**config.mk**
```make
export PLATFORM = sky130hd
export DESIGN_NAME = split
export DESIGN_NICKNAME = d
export VERILOG_FILES = /design/src/rtl/split_pkg.sv /design/src/rtl/split.sv
export SDC_FILE = /design/constraint.sdc
export NUM_CORES = 1
export LEC_CHECK = 0
export CAP_MARGIN = 20
export CORE_MARGIN = 2
export CORE_UTILIZATION = 60
export DETAILED_ROUTE_END_ITERATION = 10
export PLACE_DENSITY = 0.86
export SETUP_SLACK_MARGIN = 0.5
export SLEW_MARGIN = 10
export SYNTH_ARGS = -nofsm -noshare
export SYNTH_HDL_FRONTEND = slang
export SYNTH_SLANG_ARGS = --single-unit
export TNS_END_PERCENT = 5
```
**constraint.sdc**
```tcl
create_clock -name i_clk -period 8.5 [get_ports i_clk]
set_input_delay 2.125 -clock i_clk [delete_from_list [all_inputs] [get_ports i_clk]]
set_output_delay 2.125 -clock i_clk [all_outputs]
set_load 0.02 [all_outputs]
```
**src/rtl/split_pkg.sv**
```systemverilog
// Shared types and defaults for the split chunker: FSM state encoding and parameter defaults.
package split_pkg;

    typedef enum logic [1:0] {
        IDLE = 2'd0,
        EMIT = 2'd1,
        DONE = 2'd2
    } state_t;

    localparam int DATA_W_DEF    = 16;
    localparam int CHUNK_MAX_DEF = 255;

endpackage

```
**src/rtl/split.sv**
```systemverilog
// Splits an accepted total into a registered stream of chunks of at most CHUNK_MAX, first chunk one cycle after accept.
// i_stall inserts a one-cycle gap; new totals accepted only in IDLE. Optional o_chunk_cnt via SPLIT_CHUNK_CNT_EN.
module split
    import split_pkg::*;
#(
    parameter int DATA_W    = DATA_W_DEF,
    parameter int CHUNK_MAX = CHUNK_MAX_DEF
) (
    input  logic              i_clk,
    input  logic              i_rst,
    input  logic              i_valid,
    output logic              o_ready,
    input  logic [DATA_W-1:0] i_total,
    input  logic              i_stall,
    output logic [DATA_W-1:0] o_data,
    output logic              o_busy,
    output logic              o_done
`ifdef SPLIT_CHUNK_CNT_EN
    ,
    output logic [DATA_W-1:0] o_chunk_cnt
`endif
);

    localparam logic [DATA_W-1:0] CHUNK_LIM = DATA_W'(CHUNK_MAX);

    state_t            state_q, state_d;
    logic [DATA_W-1:0] rem_q, rem_d;
    logic [DATA_W-1:0] data_q, data_d;
    logic [DATA_W-1:0] src;
    logic [DATA_W-1:0] chunk;
    logic              accept;

    assign accept = i_valid && (state_q == IDLE);

    // The first chunk is cut straight from i_total so it lands one cycle after accept.
    assign src   = (state_q == IDLE) ? i_total : rem_q;
    assign chunk = (src > CHUNK_LIM) ? CHUNK_LIM : src;

    always_comb begin
        state_d = state_q;
        rem_d   = rem_q;
        data_d  = '0;
        case (state_q)
            IDLE: begin
                if (accept) begin
                    if (i_total == '0) begin
                        state_d = DONE;
                    end else begin
                        state_d = EMIT;
                        rem_d   = i_total;
                        if (!i_stall) begin
                            data_d = chunk;
                            rem_d  = i_total - chunk;
                        end
                    end
                end
            end
            EMIT: begin
                // A stall holds remaining, so a pending final chunk is deferred too.
                if (rem_q == '0) begin
                    state_d = DONE;
                end else if (!i_stall) begin
                    data_d = chunk;
                    rem_d  = rem_q - chunk;
                end
            end
            DONE:    state_d = IDLE;
            default: state_d = IDLE;
        endcase
    end

    always_ff @(posedge i_clk) begin
        if (i_rst) begin
            state_q <= IDLE;
            rem_q   <= '0;
            data_q  <= '0;
        end else begin
            state_q <= state_d;
            rem_q   <= rem_d;
            data_q  <= data_d;
        end
    end

    assign o_data  = data_q;
    assign o_ready = (state_q == IDLE);
    assign o_busy  = (state_q != IDLE);
    assign o_done  = (state_q == DONE);

`ifdef SPLIT_CHUNK_CNT_EN
    logic [DATA_W-1:0] cnt_q, cnt_d;

    assign cnt_d = (accept ? '0 : cnt_q) + DATA_W'(data_d != '0);

    always_ff @(posedge i_clk) begin
        if (i_rst) begin
            cnt_q <= '0;
        end else begin
            cnt_q <= cnt_d;
        end
    end

    assign o_chunk_cnt = cnt_q;
`endif

endmodule

```
* Word-level counts from Yosys, hierarchy flattened
Cells that the tools add are included.
** Word-level totals
- Bits in registers :: 34
- Input bits :: 20
- Output and inout bits :: 19
- Logic and storage cells :: 38
** Operators by class
- Add/sub/neg operators :: 2
- Magnitude comparators :: 1
- Equality and inequality tests :: 7
- Muxes and demuxes :: 17
- Reductions and logical operators :: 8
** Operators with widths (count)
- $mux W16 :: 11
- $pmux W16 S2 :: 2
- $logic_not A16 Y1 :: 2
- $sub A16 B16 Y16 :: 2
- $gt A16 B8 Y1 const B :: 1
- $ne A2 B2 Y1 const B :: 4
- $mux W2 :: 3
- $reduce_and A5 Y1 :: 1
- $pmux W2 S2 :: 1
- $reduce_bool A2 Y1 :: 2
- $eq A2 B1 Y1 const B :: 1
- $eq A2 B2 Y1 const B :: 1
- $logic_not A2 Y1 :: 1
- $ne A2 B1 Y1 const B :: 1
- $reduce_and A2 Y1 :: 1
- $logic_and A1 B1 Y1 :: 1

* Depth between registers and ports, before layout
- Word-level depth :: 9
- Gate-level depth with buffers :: 15

* Worst setup path after synthesis
No wires, ideal clock.
- Path kind :: input-to-reg
- Start point :: input port i_total[15]
- End point :: register rem_q[15]
- Setup time :: 0.123 ns
- Arrival time :: 4.874 ns
- Required time :: 8.377 ns
- Setup slack :: 3.502 ns
- Stages :: 12
- Path buffers :: 0
- Path through :: nor4_1 nand2_1 o21bai_1 and3_1 ha_1 nor2b_1 o31a_1 o31a_1 nor2b_1 or4_1 nand4_1 o211ai_2
** Between the ends
- Word-level cells in the longest chain between the ends :: 8
- Elaborated cells between the ends (all ways) :: 14
- Those cells by class :: add/sub (2); order compare (1); eq/ne (1); mux (8); reduce/logical (2)
** RTL lines
- start, declared :: RTL line split.sv:13 : input logic [DATA_W-1:0] i_total,
- $mux W16 :: RTL line split.sv:36 : assign src = (state_q == IDLE) ? i_total : rem_q;
- $gt A16 B8 Y1 :: RTL line split.sv:37 : assign chunk = (src > CHUNK_LIM) ? CHUNK_LIM : src;
- $mux W16 :: RTL line split.sv:37
- $sub A16 B16 Y16 :: RTL line split.sv:53 : rem_d = i_total - chunk;
- $mux W16 :: RTL line split.sv:51 : if (!i_stall) begin
- $mux W16 :: RTL line split.sv:46 : if (i_total == '0) begin
- $mux W16 :: RTL line split.sv:45 : if (accept) begin
- $pmux W16 S2 :: RTL line split.sv:43 : case (state_q)
- end signal, assigned :: RTL line split.sv:79 : rem_q <= rem_d;
- end, declared :: RTL line split.sv:27 : logic [DATA_W-1:0] rem_q, rem_d;
Several ways; a longest one is shown, not always the timed one. The select of a mux whose other input is x is not followed.
A chain may end at the register's enable or synchronous reset.

* Worst setup path in the final report
- Start point :: input port i_total[15]
- End point :: register rem_q[12]
The elaborated chain is that of the path after synthesis.

==> flow_summary_export.csv <==
group,metric,value,unit
min_path,hp-class,"reg -> reg",
route,vias,3087,
grt,grt_pass1_vias,2724,
cts,cts.htree.levels,2,
grt,grt_util_all_layers,29.7,%
worst_setup_path,cp_common_cell,"a21oi_1",
route,dr.pass1.iters,5,
cells_and_area,nNetsFinal,501,
route,drc,0,
timing,rsz0062_at_grt,"false",
worst_setup_path,ff2ff_setup_slack,4510,ps
worst_setup_path,cp-end-kind,"register",
cts,clkTransAtPathRegs,70,ps
worst_setup_path,worstPathMaxFanout,9,
synthesis,synth_cells,392,
route,wirelength,7950,um
synthesis,yosysWarnings,0,
cts,numCtsBuffers,5,
pwr,p_per_area,184,nW/um^2
synthesis,synth_area_leader_cell,"dfxtp_1",
route,drtAntennaViolNets,0,
worst_setup_path,cp_num_buf_inv,1,
floorplanning,rows,25,
timing,fin_ws,2620,ps
floorplanning,dieArea,5620,um^2
placed_design,dp_slack,2340,ps
cts,cts_tree,"done",
synthesis,ys_seq_area_share,22.5,%
cells_and_area,drive_gt1_share,5.80,%
timing,min_period_over_period,69.2,%
synthesis,syn-mean-instance-area,7.71,um^2
grt,grt-ovfl-total,0,
cts,cts.sinks,34,
timing,setup_viol_count_final,0,
route,wl_per_cell,15.4,um
grt,grt_max_degree,35,
flow_run,maxCapViolations,0,
floorplanning,initial_core_util,63.1,%
worst_setup_path,worst_ep_required_time,8740,ps
cts,root_buffer,"clkbuf_8",
synthesis,synth_edf_count,0,
synthesis,synthesis.area,3020,um^2
floorplanning,die_x,75.0,um
worst_setup_path,critPathArrivalTime,6120,ps
pwr,ir_drop,95.6,uV
worst_setup_path,r2r-start,"rem_q[12]",
synthesis,synth_cell_types,61,
placed_design,hpwl,6040,um
worst_setup_path,rr_worst_depth,12,
cells_and_area,syn2layout_area_growth,21.5,%
grt,antenna_found_initial,0,
cts,insertion_delay,300,ps
timing,min_period,5880,ps
synthesis,synth.ff_latch_count,34,
timing,max_freq,170,MHz
cts,cts_buffer_depth,2,
min_path,worst_hold_path.num_cells,2,
floorplanning,ios,39,
floorplanning,core-area,4790,um^2
synthesis,synthFlopType,"dfxtp_1",
synthesis,synth.area.top_cells,"dfxtp_1 23%, ha_1 13%, nand2_1 6.2%",
status,status,"finished clean",
cells_and_area,n_antenna_cell,0,
worst_setup_path,startpoint_type,"input port",
route,drt_iter0_markers,382,
pwr,power_leakage,1.57,nW
worst_setup_path,slowest_stage,"nor4_1",
worst_setup_path,path_delay_family,"compound AO/OA/AOI/OAI gates",
grt,grt_pass1_wl,12900,um
placed_design,port_buffers,38,
timing,fin_hold_ws,504,ps
timing,fin_skew,3.42,ps
worst_setup_path,critical_path_class,"in -> reg",
min_path,hold_end,"rem_q[4]",
timing,max-slew-margin-rel,51.3,%
min_path,hp-start,"rem_q[4]",
timing,worst_pin_slew,731,ps
synthesis,async_flop_share,0,%
cts,post-cts-setup-buffer-count,0,
route,via_per_inst,5.99,
floorplanning,die_h,75.0,um
placed_design,gp_congestion,0.985,
synthesis,yosysTopAreaCellShare,22.5,%
timing,hold_viol_final,0,
timing,final.setup.tns,0,ps
cts,cts_hold_buf,0,
worst_setup_path,crit_chain,"clkdlybuf4s50_1 > nor4_1 > nand2_1 > o21bai_1 > and3_1 > ha_1 > a21oi_1 > a21boi_0 > o21ai_1 > a21oi_1 > a2bb2oi_1 > mux2i_1 > a32o_1",
timing,maxSlewViolCount,0,
worst_setup_path,slowest_delay,500,ps
cts,postCtsResizedCells,0,
worst_setup_path,r2r_end,"rem_q[12]",
==> cell families (layout without fill, tap and decap cells) <==
kind of cell    Yosys count  after routing  synth area share (%)
compound gates          129            129                  28.6
xor+xnor                 18             18                  5.22
fa+ha+maj                34             34                  14.6
buf+inv                  23             57                  2.98
flops                    34             34                  22.5
mux                       6              6                  1.99
other cells               2             24                 0.249
simple gates            146            146                  23.9
==> tightest hold or removal path, cell delays in order (launching register included) <==
cell     delay [ps]
dfxtp_1         340
nand2_1          70
a21oi_1          50
==> synthesized netlist by cell type (2+ instances only) <==
master / n
nor4_1: 8
or4_4: 2
nand2b_1: 6
or4_1: 5
a21o_1: 5
ha_1: 32
o31a_1: 2
nand3_1: 5
a211oi_1: 6
nor3b_1: 2
dfxtp_1: 34
nand4_1: 4
o22ai_1: 3
nor3_1: 8
o21ai_1: 3
nor2b_1: 5
conb_1: 2
a21boi_0: 2
o211ai_1: 11
nor2_1: 31
or2_2: 3
buf_2: 3
fa_1: 2
xnor2_1: 10
o21ai_0: 32
inv_1: 8
clkbuf_1: 10
a311oi_1: 2
or3_1: 2
o21a_1: 3
nand2_1: 50
mux2i_1: 6
a21oi_1: 35
a32o_1: 2
xor2_1: 8
a31oi_1: 4
a22oi_1: 2
and3_1: 11
==> how the worst max path moves through the flow <==
stage                startpoint         to  slack, ps  cells past startpoint
finish              i_total[15]  rem_q[12]       2620                     13
global route        i_total[10]  rem_q[12]       2330                     13
CTS                 i_total[14]  rem_q[12]       2640                     13
detailed placement  i_total[14]  rem_q[12]       2340                     13
global placement    i_total[15]  rem_q[12]       2430                     13
floorplan           i_total[15]  rem_q[15]       3500                     12
==> metal layers <==
metal / up-vias / track usage, % / part of all wire, %
met2: 104 / 47.2 / 45
li1: 1544 / - / -
met4: 0 / 6.15 / 0.84
met3: 9 / 4.42 / 6.2
met5: - / 0 / 0
met1: 1430 / 42.9 / 48
==> layout make-up <==
type	instances	area (um^2)
fillers	364	1110
clock inverters	3	68.8
inverters	9	33.8
repair buffers	40	403
clock buffers	5	68.8
flip-flops and latches	34	681
multi-input cells	357	2330
well taps	67	83.8
==> metrics by stage <==
step | instances | instance area (um^2) | util, % | total power, mW
floorplan | 414 | 3100 | - | 0.409
global placement | 506 | 3520 | 73.5 | 0.480
detailed placement | 506 | 3520 | 73.5 | 0.486
CTS | 514 | 3660 | 76.4 | 0.670
global route | 515 | 3670 | 76.7 | 0.715
finish | 515 | 3670 | 76.7 | 0.677
==> cells in the final DEF, fill, tap and decap left out, types with 10 or more instances in the layout <==
cell,count
nand2_1,50
xnor2_1,10
a21oi_1,35
o21ai_0,32
o211ai_1,11
clkdlybuf4s50_1,38
and3_1,11
conb_1,24
dfxtp_1,34
ha_1,32
nor2_1,31
==> sequential cells by signal, summed over array words and instances (netlist names) <==
signal and cells:
o_data 16, rem_q 16, state_q 2
==> power by group <==
group | internal [mW] | total (mW) | switching (mW) | leakage (nW)
logic | 0.124 | 0.298 | 0.174 | 1.22
clock network | 0.118 | 0.184 | 0.0662 | 0.0683
registers | 0.179 | 0.196 | 0.0171 | 0.281
total | 0.420 | 0.677 | 0.257 | 1.57
No activity file was read; power rests on OpenSTA's default activity.
